**config.mk**
```make
export PLATFORM = sky130hd
export DESIGN_NAME = music_player_ctrl_flat
export DESIGN_NICKNAME = d
export VERILOG_FILES = /design/src/rtl/music_player_ctrl_pkg.sv /design/src/rtl/music_player_ctrl_if.sv /design/src/rtl/note_timer.sv /design/src/rtl/music_player_ctrl.sv /design/src/flat_wrapper.sv
export SDC_FILE = /design/constraint.sdc
export NUM_CORES = 1
export LEC_CHECK = 0
export CORE_MARGIN = 5
export CORE_UTILIZATION = 53
export DETAILED_ROUTE_END_ITERATION = 8
export HOLD_SLACK_MARGIN = 0.1
export MAX_ROUTING_LAYER = met4
export PLACE_DENSITY = 0.95
export SLEW_MARGIN = 0
export SYNTH_ARGS = -nofsm -noshare
export SYNTH_HDL_FRONTEND = slang
export SYNTH_SLANG_ARGS = --single-unit
```
**constraint.sdc**
```tcl
create_clock -name clk -period 5.6 [get_ports clk]
set_clock_uncertainty 0.15 [all_clocks]
set_input_delay 0.56 -clock clk [delete_from_list [all_inputs] [get_ports clk]]
set_output_delay 0.56 -clock clk [all_outputs]
set_load 0.05 [all_outputs]
```
**src/rtl/music_player_ctrl_pkg.sv**
```systemverilog
// Shared music definitions: FSM state encodings, special note codes,
// song ROM word field positions and default widths.
package music_player_ctrl_pkg;

    localparam int DEFAULT_IDX_W = 6;
    localparam int DEFAULT_DUR_W = 12;

    localparam logic [3:0] END_NOTE  = 4'hF;
    localparam logic [3:0] REST_NOTE = 4'h0;

    // ROM word layout: [15:12] note code, [11:0] duration in ticks
    localparam int NOTE_MSB = 15;
    localparam int NOTE_LSB = 12;
    localparam int DUR_MSB  = 11;
    localparam int DUR_LSB  = 0;

    typedef enum logic [2:0] {
        IDLE  = 3'd0,
        FETCH = 3'd1,
        LOAD  = 3'd2,
        PLAY  = 3'd3,
        PAUSE = 3'd4,
        DONE  = 3'd5
    } state_t;

endpackage

```
**src/rtl/music_player_ctrl_if.sv**
```systemverilog
// Player bus: control strobes from the song-selection side, song ROM port
// and tone-generator outputs. The player is the slave side.
interface music_player_ctrl_if #(
    parameter int IDX_W = 6
);
    logic [1:0]       song_sel;
    logic             start;
    logic             pause_tgl;
    logic             tick;
    logic [15:0]      mem_data;
    logic [IDX_W+1:0] mem_addr;
    logic [3:0]       note_out;
    logic             note_valid;
    logic             song_end;
    logic             playing;

    modport master (
        output song_sel, start, pause_tgl, tick, mem_data,
        input  mem_addr, note_out, note_valid, song_end, playing
    );

    modport slave (
        input  song_sel, start, pause_tgl, tick, mem_data,
        output mem_addr, note_out, note_valid, song_end, playing
    );
endinterface

```
**src/rtl/note_timer.sv**
```systemverilog
// Tick-driven note duration down-counter; zero_next flags the tick that
// finishes the current note.
module note_timer
    import music_player_ctrl_pkg::*;
#(
    parameter int DUR_W = DEFAULT_DUR_W
) (
    input  logic             clk,
    input  logic             reset,
    input  logic             load,
    input  logic [DUR_W-1:0] load_val,
    input  logic             enable,
    input  logic             tick,
    output logic             zero_next
);

    logic [DUR_W-1:0] cnt;

    always_ff @(posedge clk) begin
        if (!reset) begin
            cnt <= '0;
        end else if (load) begin
            cnt <= load_val;
        end else if (enable && tick && (cnt != '0)) begin
            cnt <= cnt - DUR_W'(1);
        end
    end

    assign zero_next = enable && tick && (cnt == DUR_W'(1));

endmodule

```
**src/rtl/music_player_ctrl.sv**
```systemverilog
// Song playback controller: walks one song of the ROM word by word, times
// each note on the tick strobe and reports the end of the song.
module music_player_ctrl
    import music_player_ctrl_pkg::*;
#(
    parameter int IDX_W = DEFAULT_IDX_W,
    parameter int DUR_W = DEFAULT_DUR_W
) (
    input  logic                      clk,
    input  logic                      reset,
    music_player_ctrl_if.slave        bus
);

    state_t           state, state_n;
    logic [IDX_W-1:0] idx, idx_n;
    logic [1:0]       song_lat, song_n;
    logic [3:0]       note_r, note_n;
    logic             nv_r, nv_n;

    logic             tmr_load;
    logic             tmr_done;
    logic [3:0]       word_note;
    logic [DUR_W-1:0] word_dur;
    logic             last_idx;

    assign word_note = bus.mem_data[NOTE_MSB:NOTE_LSB];
    assign word_dur  = DUR_W'(bus.mem_data[DUR_MSB:DUR_LSB]);
    assign last_idx  = (idx == {IDX_W{1'b1}});

    note_timer #(.DUR_W(DUR_W)) u_timer (
        .clk       (clk),
        .reset     (reset),
        .load      (tmr_load),
        .load_val  (word_dur),
        .enable    ((state == PLAY) && !bus.start),
        .tick      (bus.tick),
        .zero_next (tmr_done)
    );

    always_ff @(posedge clk) begin
        if (!reset) begin
            state    <= IDLE;
            idx      <= '0;
            song_lat <= '0;
            note_r   <= REST_NOTE;
            nv_r     <= 1'b0;
        end else begin
            state    <= state_n;
            idx      <= idx_n;
            song_lat <= song_n;
            note_r   <= note_n;
            nv_r     <= nv_n;
        end
    end

    always_comb begin
        state_n  = state;
        idx_n    = idx;
        song_n   = song_lat;
        note_n   = note_r;
        nv_n     = nv_r;
        tmr_load = 1'b0;

        if (bus.start) begin
            state_n = FETCH;
            song_n  = bus.song_sel;
            idx_n   = '0;
        end else begin
            case (state)
                IDLE: ;
                FETCH: state_n = LOAD;
                LOAD: begin
                    // A zero-length word on the last index ends the song rather than wrapping
                    if ((word_note == END_NOTE) || ((word_dur == '0) && last_idx)) begin
                        state_n = DONE;
                        note_n  = REST_NOTE;
                        nv_n    = 1'b0;
                    end else if (word_dur == '0) begin
                        idx_n   = idx + IDX_W'(1);
                        state_n = FETCH;
                    end else begin
                        note_n   = word_note;
                        nv_n     = (word_note != REST_NOTE);
                        tmr_load = 1'b1;
                        state_n  = PLAY;
                    end
                end
                PLAY: begin
                    // The finishing tick outranks a coincident pause toggle
                    if (tmr_done) begin
                        if (last_idx) begin
                            state_n = DONE;
                            note_n  = REST_NOTE;
                            nv_n    = 1'b0;
                        end else begin
                            idx_n   = idx + IDX_W'(1);
                            state_n = FETCH;
                        end
                    end else if (bus.pause_tgl) begin
                        state_n = PAUSE;
                    end
                end
                PAUSE: if (bus.pause_tgl) state_n = PLAY;
                DONE: begin
                    state_n = IDLE;
                    idx_n   = '0;
                    song_n  = '0;
                end
                default: state_n = IDLE;
            endcase
        end
    end

    assign bus.mem_addr   = {song_lat, idx};
    assign bus.note_out   = note_r;
    assign bus.note_valid = nv_r && (state != PAUSE);
    assign bus.song_end   = (state == DONE);
    assign bus.playing    = (state inside {FETCH, LOAD, PLAY});

endmodule

```
**src/flat_wrapper.sv**
```systemverilog
// flat-port wrapper written by rule: the top's interface ports become plain ports
module music_player_ctrl_flat import music_player_ctrl_pkg::*;
#(
    parameter int IDX_W = DEFAULT_IDX_W,
    parameter int DUR_W = DEFAULT_DUR_W
)
  (clk, reset, bus_song_sel, bus_start, bus_pause_tgl, bus_tick, bus_mem_data, bus_mem_addr, bus_note_out, bus_note_valid, bus_song_end, bus_playing);
  music_player_ctrl_if #(.IDX_W(IDX_W)) bus_i ();
  input  logic clk;
  input  logic reset;
  input wire logic [$bits(bus_i.song_sel)-1:0] bus_song_sel;
  input wire logic [$bits(bus_i.start)-1:0] bus_start;
  input wire logic [$bits(bus_i.pause_tgl)-1:0] bus_pause_tgl;
  input wire logic [$bits(bus_i.tick)-1:0] bus_tick;
  input wire logic [$bits(bus_i.mem_data)-1:0] bus_mem_data;
  output wire logic [$bits(bus_i.mem_addr)-1:0] bus_mem_addr;
  output wire logic [$bits(bus_i.note_out)-1:0] bus_note_out;
  output wire logic [$bits(bus_i.note_valid)-1:0] bus_note_valid;
  output wire logic [$bits(bus_i.song_end)-1:0] bus_song_end;
  output wire logic [$bits(bus_i.playing)-1:0] bus_playing;
  assign bus_i.song_sel = bus_song_sel;
  assign bus_i.start = bus_start;
  assign bus_i.pause_tgl = bus_pause_tgl;
  assign bus_i.tick = bus_tick;
  assign bus_i.mem_data = bus_mem_data;
  assign bus_mem_addr = bus_i.mem_addr;
  assign bus_note_out = bus_i.note_out;
  assign bus_note_valid = bus_i.note_valid;
  assign bus_song_end = bus_i.song_end;
  assign bus_playing = bus_i.playing;
  music_player_ctrl #(.IDX_W(IDX_W), .DUR_W(DUR_W)) u_core (.clk(clk), .reset(reset), .bus(bus_i));
endmodule
```
==> results.md, run 1 <==
- Final-report max-slew violation count: 0
- Period minus WS final: around 2.9 ns
- Proportion of layout cells with a drive suffix above 1: under 10%
- R2R depth: 5
- Fraction of synthesis flops using an asynchronous set or reset pin: 0%
- Sequential fraction of design power: 56.6%
- Clock sinks: 28
- Post_cts resized: 0
- Start of the worst register-to-register path: u_core.state[0]
- Avg Cell Area, Syn: 8.29 µm²
- Number of vias per cell: 6.20
- HPWL after detailed placement: approximately 3400 µm
- Master cell of the clock root buffer: clkbuf_4
- Crit path DAT: ~2.2 ns
- First-pass GRT wire length: 7340 µm
- Total global routing overflow: 0
- Number of fill cells in the layout: 271
- Share of total power in combinational logic: approximately a fifth
- Gate count after technology mapping: 213
- Final #Nets: 275
- I/O pins: 38
- Setup repair after global routing missed its margin: false
- Setup tns final: 0 ns
- Flip-flop and latch count after synthesis: 28
- Number of buffers inserted during clock tree synthesis: 3
- Run status: finished, final reports clean
- Synth Area in Adders: around 2.8%
- Category of the most critical setup path: flop to output pin
- Remaining routing DRC violations: 0
- Remaining number of nets flagged by the antenna check after routing: 0
- Clock latency on the worst-skew pair: 0.34 ns
- Most frequent cells after synthesis: dfxtp_1 (28), nand2_1 (28), a21oi_1 (16)
- Maximum clock path buffer count: 2
- Power spent charging and discharging nets: roughly 110 µW
- Measured slew at the worst slew-check pin: 0.554 ns
- Number of global-route vias before repair: 1680
- 1st-pass router iterations: 4
- Lkg Pwr: 0.841 nW
- Data required time at the worst endpoint: between 4 and 5 ns
- CTS clock-pin slew for the worst setup and hold paths: 0.14 ns
- Total die area: 4590 µm²
- Most area-consuming cells after synthesis: dfxtp_1 (32%), nand2_1 (6.0%), a21oi_1 (4.5%), mux2i_1 (3.4%), nand4_1 (3.2%)
- Starting Density: 53.8%
- Combinational family with the most area after synthesis: simple AND/OR/NAND/NOR gates
- Average detailed-routed wire length per instance: 15.0 µm
- Post-synth EDFFs: 0
- Row Count: 21
- Total power: 369 µW
- Clk pwr share: 23.0%
- Total of max-cap violations: 0
- Relative slew margins: 63.1%
- Largest area contributor in the synthesized netlist: dfxtp_1
- Critical path peak fanout: 7
- Yosys synthesis warning count: 0
- Xor and xnor fraction of the mapped netlist area: 0%
- Maximum achievable frequency: 0.344 GHz
- Die width: 67.7 µm
- Count of buffers from port buffering: 37
- Global placer's final weighted congestion: ~0.90
- Dominant register cell in the synthesized netlist: dfxtp_1
- CTS hold repair buffers: 0
- Post-synthesis compound-gate area fraction: a little over a quarter
- Final Setup Violations: 0
- Syn-to-layout area delta: 23.7%
- Worst r2r dst: u_core.u_timer.cnt[11]
- Crit path to: bus_song_end
- H-tree depth: 1
- Mapped Area: 1770 µm²
- Share of cell area taken by muxes after synthesis: 4.04%
- Power Dens Cells: 169 nW/µm²
- Via count of the routed design: 1811
- Switch share: 28.9%
- Crit path setup slack, layout: 2.69 ns
- Nature of the critical path endpoint: output pin
- Routed WL: between 4000 and 5000 µm
- Count of inserted antenna diode cells: 0
- Number of DRC markers after the initial detailed-route iteration: 219
- Placement-stage worst setup slack: 2.63 ns
- Floorplan Core Area: 3280 µm²
- Int Power: 262 µW
- Syn nets: 240
- Area fraction of the dominant cell type after synthesis: around a third
- Simple-gate area share of the yosys netlist: roughly 30%
- TritonCTS clock tree: yes
- Period Utilization, post-route: 51.9%
- Global Route Usage Sum: 21.1%
- Initial antenna violation count: 0
- Count of final hold-check violations: 0
- Proportion of synthesized chip area in sequential cells: 31.8%
- Number of distinct library cells after synthesis: 49
- Launching element type of the critical path: flop
- Die Y: a little under 70 µm
- Pin count of the biggest net entering global routing: 17
- Peak supply drop: a little under 0.09 mV
- Slack of the worst reg-to-reg path: between 3 and 4 ns
- Post CTS Setup Buffer Count: 0
- Worst setup path startpoint: u_core.state[2]
- Path class of the lowest-slack min-delay path: flop to flop
==> area by class of cell <==
| type | count | area [µm²] | area share, % |
|---|---|---|---|
| Multi-Input combinational cell | 169 | 1130 | 52.0 |
| Sequential cell | 28 | 561 | 25.7 |
| Timing Repair Buffer | 38 | 378 | 17.3 |
| Tap cell | 46 | 57.6 | 2.64 |
| Inverter | 8 | 30.0 | 1.38 |
| Clock buffer | 3 | 22.5 | 1.03 |
==> how the worst min path moves through the flow <==
stage	from	to	slack, ns	cells after the start
4_1_cts	u_core.nv_r	u_core.nv_r	0.32	2
6_report	u_core.nv_r	u_core.nv_r	0.32	2
3_5_place_dp	u_core.nv_r	u_core.nv_r	0.30	2
3_3_place_gp	u_core.nv_r	u_core.nv_r	0.29	2
2_1_floorplan	u_core.nv_r	u_core.nv_r	0.28	2
5_1_grt	u_core.bus.note_out[2]	u_core.bus.note_out[2]	0.35	2
==> critical path, stage by stage (launching register included) <==
cell	delay [ns]
dfxtp_1	0.43
nor2b_1	0.25
nand2_1	0.20
inv_1	0.16
clkdlybuf4s50_1	0.81
==> cell usage in the layout, fill, tap and decap left out, types with 2 or more instances in the layout <==
cell             instances
o21ai_0                  5
nand4_1                  9
nor2_1                  12
or4_4                    4
or4_1                    2
inv_1                    8
clkdlybuf4s50_1         37
a31oi_1                  5
clkbuf_4                 3
a211oi_1                 2
a22oi_1                  3
nand3_1                  9
nor3_1                   4
o311ai_0                 2
a21oi_1                 16
or3_1                    8
nand2b_1                 3
a21o_1                   2
a2bb2oi_1                4
ha_1                     4
o211ai_1                 6
nor4_1                   2
nand2_1                 28
o22ai_1                  5
o2bb2a_1                 4
a21boi_0                 2
mux2i_1                  6
nand3b_1                 3
dfxtp_1                 28
==> flip-flops by register name, indices dropped and copies added, names as in the netlist <==
signal,cells
u_core.bus.note_out,4
u_core.idx,6
u_core.nv_r,1
u_core.song_lat,2
u_core.state,3
u_core.u_timer.cnt,12
==> per-stage QoR <==
step	instances	hold slack [ns]	area [µm²]	utilization, %
after floorplan	213	0.284	1770	-
after global placement	289	0.291	2160	65.8
after detailed placement	289	0.303	2160	65.8
after CTS	292	0.322	2180	66.5
after global routing	292	0.348	2180	66.5
final	292	0.323	2180	66.5
==> kinds of logic after synthesis <==
family          after synthesis
simple gates                 94
compound gates               64
flops                        28
buf+inv                      16
mux                           7
fa+ha+maj                     4
==> layer usage <==
layer / vias to the layer above / routed length, µm / global-route usage, %
li1: 883 / - / -
met4: 0 / 89 / 10.4
met3: 7 / 202 / 2.00
met5: - / 0 / -
met2: 59 / 2140 / 34.6
met1: 862 / 1950 / 25.7
==> power by group through the flow <==
stage | clock, mW | combinational, mW | sequential, mW
global placement | 0 | 0.0731 | 0.213
global route | 0.0934 | 0.0814 | 0.210
detailed placement | 0 | 0.0743 | 0.213
finish | 0.0847 | 0.0755 | 0.209
CTS | 0.0884 | 0.0748 | 0.209
floorplan | 0 | 0.0411 | 0.215
(Power assumes the default switching activity.)
==> inputs of run 2 (changes only) <==
Settings changed: CORE_UTILIZATION 53 to 51, PLACE_DENSITY 0.95 to 0.92.
Clock period 5.6 ns to 2.9 ns, I/O delays scaled along.
==> run 2 against run 1 <==
  * Sequential cell count stayed put
  * Worst hold slack better by 0.0039 ns
  * Critical path type unchanged
  * Worst setup slack worse by 2.4 ns
  * Combinational power is 96% higher
  * Via count is 2.2% higher
  * Clock power grew to 3.1 times the previous value
  * Cell area is 2.1% higher
  * Largest power group unchanged
  * Sequential share of layout area is 0.52 points lower
==> results.md, run 2 (synthesized netlist as in run 1, its figures left out) <==
- Run status: finished, final reports clean (unchanged)
- Non-filler instance count after layout: 295 (was 292)
- Number of global-route vias before repair: 1680 (unchanged)
- Critical path peak fanout: 11 (was 7)
- Period minus WS final: 2.63 ns
- Crit path DAT: 2.19 ns (was 2.20 ns)
- Die width: 68.8 µm (was 67.7 µm)
- Remaining routing DRC violations: 0 (unchanged)
- R2R depth: 5 (unchanged)
- Standard cell with the maximum stage delay on the critical path: clkdlybuf4s50_1 (unchanged)
- Clock latency on the worst-skew pair: 0.34 ns (about the same)
- Setup tns final: 0 ns (unchanged)
- Register with the highest flop count: u_core.u_timer.cnt (unchanged)
- Total global routing overflow: 0 (unchanged)
- Clock sinks: 28 (unchanged)
- Pin count of the biggest net entering global routing: 17 (unchanged)
- Slack of the worst reg-to-reg path: 0.51 ns (was 3.26 ns)
- Peak supply drop: 0.192 mV (was 0.0882 mV)
- I/O pins: 38 (unchanged)
- Critical Path Max Stage Delay: 0.82 ns (was 0.81 ns)
- Count of buffers from port buffering: 37 (unchanged)
- Routed WL: 4590 µm (was 4380 µm)
- Category of the most critical setup path: flop to output pin (unchanged)
- 1st-pass router iterations: 6 (was 4)
- Cells along the critical path: nand2_1 > inv_1 > clkdlybuf4s50_1 (was nor2b_1 > nand2_1 > inv_1 > clkdlybuf4s50_1)
- Maximum clock path buffer count: 2 (unchanged)
- Cells on Worst Hold Path: 2 (unchanged)
- TritonCTS clock tree: yes (unchanged)
- Post-DP Area: 2180 µm² (was 2160 µm²)
- Maximum achievable frequency: 0.380 GHz
- Total of max-cap violations: 0 (unchanged)
- Setup repair after global routing missed its margin: false (unchanged)
- Path class of the lowest-slack min-delay path: flop to flop (unchanged)
- Post_cts resized: 0 (unchanged)
- Number of buffers inserted during clock tree synthesis: 3 (unchanged)
- Nature of the critical path endpoint: output pin (unchanged)
- Cell total after placement: 291 (was 289)
- HPWL after detailed placement: 3430 µm (was 3400 µm)
- Top sig layer: met4 (unchanged)
- WL met2: 2050 µm (was 2140 µm)
- Final-report max-slew violation count: 0 (unchanged)
- Global Route Usage Sum: 21.9% (was 21.1%)
- Count of final hold-check violations: 0 (unchanged)
- Detail Route met3 WL: 392 µm (was 202 µm)
- Post CTS Setup Buffer Count: 0 (unchanged)
- Final-layout worst hold slack: 0.327 ns (was 0.323 ns)
- Hold path start: u_core.bus.note_out[0] (was u_core.nv_r)
- Syn-to-layout area delta: 26.2% (was 23.7%)
- Sum of routed wire segments on met1: 2050 µm (was 1950 µm)
- Power Dens Cells: 365 nW/µm² (was 169 nW/µm²)
- Count of inserted antenna diode cells: 0 (unchanged)
- Average detailed-routed wire length per instance: 15.6 µm (was 15.0 µm)
- H-tree depth: 1 (unchanged)
- Cell area after layout: 2230 µm² (was 2180 µm²)
- Worst r2r dst: u_core.u_timer.cnt[11] (unchanged)
- Number of vias per cell: 6.27 (was 6.20)
- Remaining number of nets flagged by the antenna check after routing: 0 (unchanged)
- Start of the worst register-to-register path: u_core.state[0] (unchanged)
- Relative slew margins: 65.3% (was 63.1%)
- Master cell of the clock root buffer: clkbuf_4 (unchanged)
- Global placer's final weighted congestion: 0.894 (was 0.901)
- First-pass GRT wire length: 7780 µm (was 7340 µm)
- Row Count: 21 (unchanged)
- Commonest cells after routing, fill and taps aside: clkdlybuf4s50_1 (37), nand2_1 (28), dfxtp_1 (28), a21oi_1 (16), nor2_1 (12) (unchanged)
- Initial antenna violation count: 0 (unchanged)
- Lkg Pwr: 0.864 nW (was 0.841 nW)
- Total die area: 4740 µm² (was 4590 µm²)
- Number of DRC markers after the initial detailed-route iteration: 199 (was 219)
- Period Utilization, post-route: around 91%
- Proportion of layout cells with a drive suffix above 1: 8.03% (was 6.91%)
- Placement-stage worst setup slack: 0.239 ns (was 2.63 ns)
- Final Setup Violations: 0 (unchanged)
- Largest register FFs: 12 (unchanged)
- Starting Density: 52.9% (was 53.8%)
- CTS clock-pin slew for the worst setup and hold paths: 0.16 ns (was 0.14 ns)
- Measured slew at the worst slew-check pin: 0.516 ns (was 0.554 ns)
- CTS hold repair buffers: 0 (unchanged)
- Die Y: 68.8 µm (was 67.7 µm)
- Floorplan Core Area: 3340 µm² (was 3280 µm²)
- Leading cell type in the layout, fill and taps excluded: clkdlybuf4s50_1 (unchanged)
- Crit path setup slack, layout: 0.266 ns (was 2.69 ns)
- Via count of the routed design: 1851 (was 1811)
- Data required time at the worst endpoint: 2.46 ns (was 4.89 ns)
- Launching element type of the critical path: flop (unchanged)
- Final #Nets: 277 (was 275)
- Hold endpoint: u_core.bus.note_out[0] (was u_core.nv_r)
==> run 2: worst max-delay path: cells and delay by family (launching register included) <==
family	cells	cell delay (ns)
flip-flops	1	0.59
AND/OR/NAND/NOR	1	0.27
buffers and inverters	2	1.00
==> run 2: area by class of cell <==
| type | instances | area (µm²) |
|---|---|---|
| clock buffers | 3 | 22.5 |
| clock inverters | 1 | 30.0 |
| fillers | 293 | 1110 |
| inverters | 8 | 30.0 |
| multi-input cells | 169 | 1130 |
| flip-flops and latches | 28 | 561 |
| well taps | 46 | 57.6 |
| repair buffers | 40 | 393 |
==> run 2: how the worst max path moves through the flow <==
stage / start / endpoint / slack (ns)
3_3_place_gp: bus_mem_data[8] / u_core.bus.note_out[3] / 0.28
4_1_cts: u_core.state[2] / bus_song_end / 0.27
2_1_floorplan: u_core.idx[0] / u_core.nv_r / 0.59
3_5_place_dp: bus_mem_data[8] / u_core.bus.note_out[1] / 0.24
6_report: u_core.state[0] / bus_song_end / 0.27
5_1_grt: u_core.state[2] / bus_song_end / 0.05
==> run 2: per-stage QoR <==
stage | power (mW) | utilization [%]
2_1_floorplan | 0.495 | -
3_3_place_gp | 0.554 | 65.2
3_5_place_dp | 0.557 | 65.2
4_1_cts | 0.816 | 66.8
5_1_grt | 0.850 | 66.8
6_report | 0.813 | 66.8
==> run 2: where the power goes <==
| part | internal [mW] | leakage (nW) | switching (mW) |
|---|---|---|---|
| Sequential | 0.393 | 0.227 | 0.0100 |
| Combinational | 0.0656 | 0.610 | 0.0826 |
| Clock | 0.140 | 0.0279 | 0.122 |
==> run 2: metal layers <==
layer  vias up  track usage [%]
met2        98             33.3
met5         -                -
met4         0             7.30
met1       850             30.0
met3        13             3.08
li1        890                -
==> inputs of run 3 (changes only) <==
Settings changed: GPL_TIMING_DRIVEN from default to 0, SETUP_SLACK_MARGIN from default to 0.02.
==> run 3 against run 2 <==
  * Die area did not move
  * Clock-buffer cell count rose by 1
  * Cell area fell by 0.17%
  * Global-route usage fell by 0.15 points
  * Non-clock buffer count rose by 4
  * Critical path depth rose by 1
  * Sequential share of layout area barely moved
  * Power fell by 8.1%
  * Combinational power rose by 3%
  * Maximum frequency rose by 4.4%
  * Sequential power barely moved
  * Sequential cell count did not move
==> results.md, run 3 (synthesized netlist as in run 1, its figures left out) <==
- Path class of the lowest-slack min-delay path: input pin to flop (was flop to flop)
- Hold path start: reset (was u_core.bus.note_out[0])
- Crit path DAT: 2.08 ns (was 2.19 ns)
- Total of max-cap violations: 0 (unchanged)
- Relative slew margins: 60.6% (was 65.3%)
- R2R depth: 7 (was 5)
- Period Utilization, post-route: 87.0% (was 90.8%)
- Remaining number of nets flagged by the antenna check after routing: 0 (unchanged)
- Initial antenna violation count: 0 (unchanged)
- Int Power: 535 µW (was 599 µW)
- Global placer's final weighted congestion: 0.889 (was 0.894)
- Final #Nets: 281 (was 277)
- Start of the worst register-to-register path: u_core.u_timer.cnt[0] (was u_core.state[0])
- Category of the most critical setup path: flop to output pin (unchanged)
- Critical path peak fanout: 10 (was 11)
- Slack of the worst reg-to-reg path: 0.60 ns (was 0.51 ns)
- Pin count of the biggest net entering global routing: 16 (was 17)
- Non-filler instance count after layout: 299 (was 295)
- Floorplan Core Area: 3340 µm² (unchanged)
- Total global routing overflow: 0 (unchanged)
- WL met2: 2180 µm (was 2050 µm)
- Detail Route met3 WL: 378 µm (was 392 µm)
- Power Dens Cells: 336 nW/µm² (was 365 nW/µm²)
- First-pass GRT wire length: 7690 µm (was 7780 µm)
- Hold endpoint: u_core.u_timer.cnt[10] (was u_core.bus.note_out[0])
- Count of final hold-check violations: 0 (unchanged)
- Final Setup Violations: 0 (unchanged)
- Nature of the critical path endpoint: output pin (unchanged)
- Starting Density: 52.9% (unchanged)
- Number of global-route vias before repair: 1674 (was 1680)
- Maximum clock path buffer count: 2 (unchanged)
- Commonest cells after routing, fill and taps aside: clkdlybuf4s50_1 (34), nand2_1 (28), dfxtp_1 (28), a21oi_1 (16), nor2_1 (12) (was clkdlybuf4s50_1 (37), nand2_1 (28), dfxtp_1 (28), a21oi_1 (16), nor2_1 (12))
- Die Y: 68.8 µm (unchanged)
- Die width: 68.8 µm (unchanged)
- CTS hold repair buffers: 0 (unchanged)
- Clk pwr share: 26.1% (was 32.2%)
- Sum of routed wire segments on met1: 1990 µm (was 2050 µm)
- Maximum achievable frequency: 0.396 GHz (was 0.380 GHz)
- Syn-to-layout area delta: 26.0% (was 26.2%)
- Measured slew at the worst slew-check pin: 0.585 ns (was 0.516 ns)
- Global Route Usage Sum: 21.8% (was 21.9%)
- Number of vias per cell: 6.19 (was 6.27)
- Lkg Pwr: 0.895 nW (was 0.864 nW)
- Data required time at the worst endpoint: 2.46 ns (about the same)
- Average detailed-routed wire length per instance: 15.4 µm (was 15.6 µm)
- CTS clock-pin slew for the worst setup and hold paths: 0.15 ns (was 0.16 ns)
- Power spent charging and discharging nets: 212 µW (was 214 µW)
- Cell total after placement: 295 (was 291)
- Setup repair after global routing missed its margin: false (unchanged)
- Switch share: 28.3% (was 26.3%)
- Count of inserted antenna diode cells: 0 (unchanged)
- Placement-stage worst setup slack: 0.262 ns (was 0.239 ns)
- H-tree depth: 1 (unchanged)
- Number of buffers inserted during clock tree synthesis: 3 (unchanged)
- Proportion of layout cells with a drive suffix above 1: 7.91% (was 8.03%)
- Sequential fraction of design power: 53.6% (was 49.6%)
- Clock sinks: 28 (unchanged)
- Register with the highest flop count: u_core.u_timer.cnt (unchanged)
- Leading cell type in the layout, fill and taps excluded: clkdlybuf4s50_1 (unchanged)
- Count of buffers from port buffering: 36 (was 37)
- Setup tns final: 0 ns (unchanged)
- Total die area: 4740 µm² (unchanged)
- Number of fill cells in the layout: 274 (was 293)
- Remaining routing DRC violations: 0 (unchanged)
- I/O pins: 38 (unchanged)
- Run status: finished, final reports clean (unchanged)
- Via count of the routed design: 1851 (unchanged)
- HPWL after detailed placement: 3530 µm (was 3430 µm)
- Master cell of the clock root buffer: clkbuf_4 (unchanged)
- TritonCTS clock tree: yes (unchanged)
- Crit path setup slack, layout: 0.377 ns (was 0.266 ns)
- Top sig layer: met4 (unchanged)
- Routed WL: 4620 µm (was 4590 µm)
- Cells on Worst Hold Path: 3 (was 2)
- Total power: 747 µW (was 813 µW)
- Worst r2r dst: u_core.nv_r (was u_core.u_timer.cnt[11])
- Clock latency on the worst-skew pair: 0.34 ns (about the same)
- Row Count: 21 (unchanged)
- Peak supply drop: 0.264 mV (was 0.192 mV)
- Final-report max-slew violation count: 0 (unchanged)
- Period minus WS final: 2.52 ns (was 2.63 ns)
- Largest register FFs: 12 (unchanged)
- Number of DRC markers after the initial detailed-route iteration: 157 (was 199)
- Share of total power in combinational logic: 20.3% (was 18.2%)
- 1st-pass router iterations: 4 (was 6)
- Post CTS Setup Buffer Count: 0 (unchanged)
- Launching element type of the critical path: flop (unchanged)
-- run 3: cell types whose count changed in the layout (fill, tap and decap cells not counted), sizes merged --
cell and delta:
clkbuf +6, clkdlybuf4s50 -3, dlymetal6s2s +2, bufinv -1
-- run 3: metrics by stage --
step                hold WS [ns]  utilization [%]  cell area, µm²
global route               0.238             66.7            2220
detailed placement         0.305             65.4            2180
floorplan                  0.279                -            1770
global placement           0.292             65.4            2180
CTS                        0.217             66.5            2220
finish                     0.221             66.7            2220
-- run 3: timing repair --
| item | CTS | global route |
|---|---|---|
| endpoints found under the setup margin | 0 | 2 |
| resized for setup | 0 | 2 |
| hold endpoints to repair | 0 | 0 |
-- run 3: layout make-up --
class,instances,area [µm²],share of cell area (%)
multi-input cells,169,1130,51.0
flip-flops and latches,28,561,25.2
repair buffers,36,365,16.4
well taps,46,57.6,2.59
plain buffers,8,40.0,1.80
clock buffers,4,36.3,1.63
inverters,8,30.0,1.35
-- run 3: metal layers --
metal	vias to the layer above	track usage [%]
li1	900	-
met1	838	27.4
met2	101	34.7
met3	12	5.19
met4	0	6.57
met5	-	-
-- run 3: worst max path at each step --
| stage | start | endpoint | slack, ns | cells past startpoint |
|---|---|---|---|---|
| detailed placement | bus_mem_data[7] | u_core.bus.note_out[3] | 0.26 | 7 |
| global placement | bus_mem_data[8] | u_core.bus.note_out[3] | 0.30 | 7 |
| finish | u_core.state[0] | bus_playing | 0.38 | 4 |
| CTS | u_core.state[0] | bus_song_end | 0.12 | 4 |
| global route | u_core.state[0] | bus_playing | 0.23 | 4 |
| floorplan | u_core.idx[0] | u_core.nv_r | 0.59 | 7 |
-- run 3: power by group through the flow --
stage,logic (mW),registers (mW),clock network [mW]
2_1_floorplan,0.0794,0.416,0
3_3_place_gp,0.146,0.408,0
5_1_grt,0.164,0.402,0.219
6_report,0.152,0.400,0.195
3_5_place_dp,0.149,0.409,0
4_1_cts,0.150,0.400,0.201
-- run 3: critical path, stage by stage (launching register included) --
cell,delay [ns]
dfxtp_1,0.36
clkbuf_1,0.37
nor2_1,0.11
nor2_1,0.10
clkdlybuf4s50_1,0.80
==> RTL edit (config.mk and constraints of run 3) <==
Set the package constant `DEFAULT_IDX_W` to 5 (it was 6).
--- a/src/rtl/music_player_ctrl_pkg.sv
+++ b/src/rtl/music_player_ctrl_pkg.sv
@@ -4,3 +4,3 @@
 
-    localparam int DEFAULT_IDX_W = 6;
+    localparam int DEFAULT_IDX_W = 5;
     localparam int DEFAULT_DUR_W = 12;
Ports: changed (resized bus_mem_addr); port bits go from 38 to 37. No check against the original RTL was run, so the function may have changed too.
==> RTL edit against run 3 <==
- final area down 4.0%
- sequential cell count is 1 lower
- total power is 6.4% lower
- wire length decreased by 6.4%
- worst setup slack worse by 0.11 ns
- area after synthesis fell by 3.6%
- sequential share of layout area up 0.11 points
- largest power group unchanged
==> RTL edit: results (changes against run 3) <==
[status]
run_status=completed  ; unchanged

[critical_path]
cp.arrival_ns=2.20  ; was 2.08 ns
crit_slowest_cell=clkdlybuf4s50_1  ; unchanged
cp_slowest_stage_delay_ns=0.83  ; was 0.80 ns
critical-path-top-delay-family=buffers and inverters  ; unchanged
ff2ff_path_depth=9  ; was 7

[synthesis]
syn_area_per_cell_um2=8.38  ; was 8.29 um^2
yosysWarnings=0  ; unchanged
synthTopCellsByArea=dfxtp_1 32%, nand2_1 6.0%, mux2i_1 5.9%  ; was dfxtp_1 32%, nand2_1 6.0%, a21oi_1 4.5%
synth-edff-count=0  ; unchanged
syn-num-nets=231  ; was 240
synth_ff_type=dfxtp_1  ; unchanged
synth_commonest_cells=27 x dfxtp_1, 27 x nand2_1, 14 x a21oi_1, 14 x nand3_1, 11 x nor2_1  ; was 28 x dfxtp_1, 28 x nand2_1, 16 x a21oi_1
synth.distinct_cells=52  ; was 49
ys_seq_area_share_pct=31.8  ; about the same

[pwr]
vdd_drop_max_uv=168  ; was 264 uV
leakagePower_uw=0.000834  ; was 0.000895 uW

[final_layout]
drive_gt1_share_pct=8.68  ; was 7.91%
final_cells=288  ; was 299
final_net_count=271  ; was 281
max_flop_register=u_core.u_timer.cnt  ; unchanged
fillers=290  ; was 274

[placed_design]
dp.cells=284  ; was 295
dp_hpwl_um=3290  ; was 3530 um
gp_congestion=0.916  ; was 0.889
port_buffers=35  ; was 36

[routing]
vias=1719  ; was 1,851
dr.pass1.iters=4  ; unchanged
wire_per_inst_um=15.0  ; was 15.4 um
drt_iter0_markers=138  ; was 157

[cts]
cts.htree.levels=1  ; unchanged
root_buffer=clkbuf_4  ; unchanged
path_clk_slew_ns=0.14

[global_route]
grt_pass1_vias=1607  ; was 1,674
grt_pass1_wl_um=7060  ; was 7690 um
grt_max_degree=15  ; was 16
grt_use_total_pct=20.5  ; was 21.8%

[sta]
slew_headroom_pct=50.6  ; was 60.6%

## RTL edit: cell count changes in the layout (fill, tap and decap cells not counted), moves of 4 or more
cell,before,now
nand3_1,9,14
nand4_1,9,4
and3_1,1,5
mux2i_1,6,10
nor4b_1,0,4
o21ai_0,5,1
or4_4,4,0
## RTL edit: tightest hold or removal path: stages
cell and delay (ns):
clkbuf_1 0.18, a21oi_1 0.17, nor2_1 0.04
## RTL edit: worst paths after layout
kind | start | endpoint | slack (ns)
setup reg to reg | u_core.idx[0] | u_core.idx[1] | 0.47
setup / recovery | u_core.state[1] | bus_song_end | 0.26
hold / removal | bus_start | u_core.song_lat[1] | 0.22
hold reg to reg | u_core.nv_r | u_core.nv_r | 0.32
## RTL edit: per-layer routing
metal  global-route usage, %  wire length (um)  vias up
met2                    33.3              2070       65
li1                        -                 -      848
met5                       -                 0        -
met1                    24.2              1920      795
met4                    8.61                97        0
met3                    4.49               238       11
## RTL edit: stage by stage
step | worst slack (ns) | total power, uW | hold WS, ns | instance area, um^2 | utilization (%)
floorplan | 0.466 | 471 | 0.279 | 1700 | -
global placement | 0.424 | 529 | 0.303 | 2110 | 64.2
detailed placement | 0.398 | 531 | 0.306 | 2110 | 64.2
CTS | 0.263 | 697 | 0.213 | 2140 | 65.0
global route | 0.159 | 725 | 0.248 | 2140 | 65.0
finish | 0.263 | 699 | 0.215 | 2140 | 65.0
## RTL edit: where the power goes
part | internal (uW) | switching (uW)
Combinational | 62.2 | 77.0
Clock | 54.3 | 120
Sequential | 379 | 7.00
Total | 495 | 204
## RTL edit: layout make-up
type                            instances  area [um^2]  share of cell area [%]
Buffer                                  9         48.8                    2.28
Sequential cell                        27          541                    25.3
Clock buffer                            4         26.3                    1.23
Tap cell                               46         57.6                    2.69
Multi-Input combinational cell        161         1090                    51.0
Timing Repair Buffer                   35          350                    16.4
Inverter                                6         22.5                    1.05
## RTL edit: logic make-up after synthesis
kind of cell,share of synthesized area [%]
buf+inv,4.19
mux,6.54
fa+ha+maj,3.68
simple gates,34.8
flops,31.8
compound gates,19.0
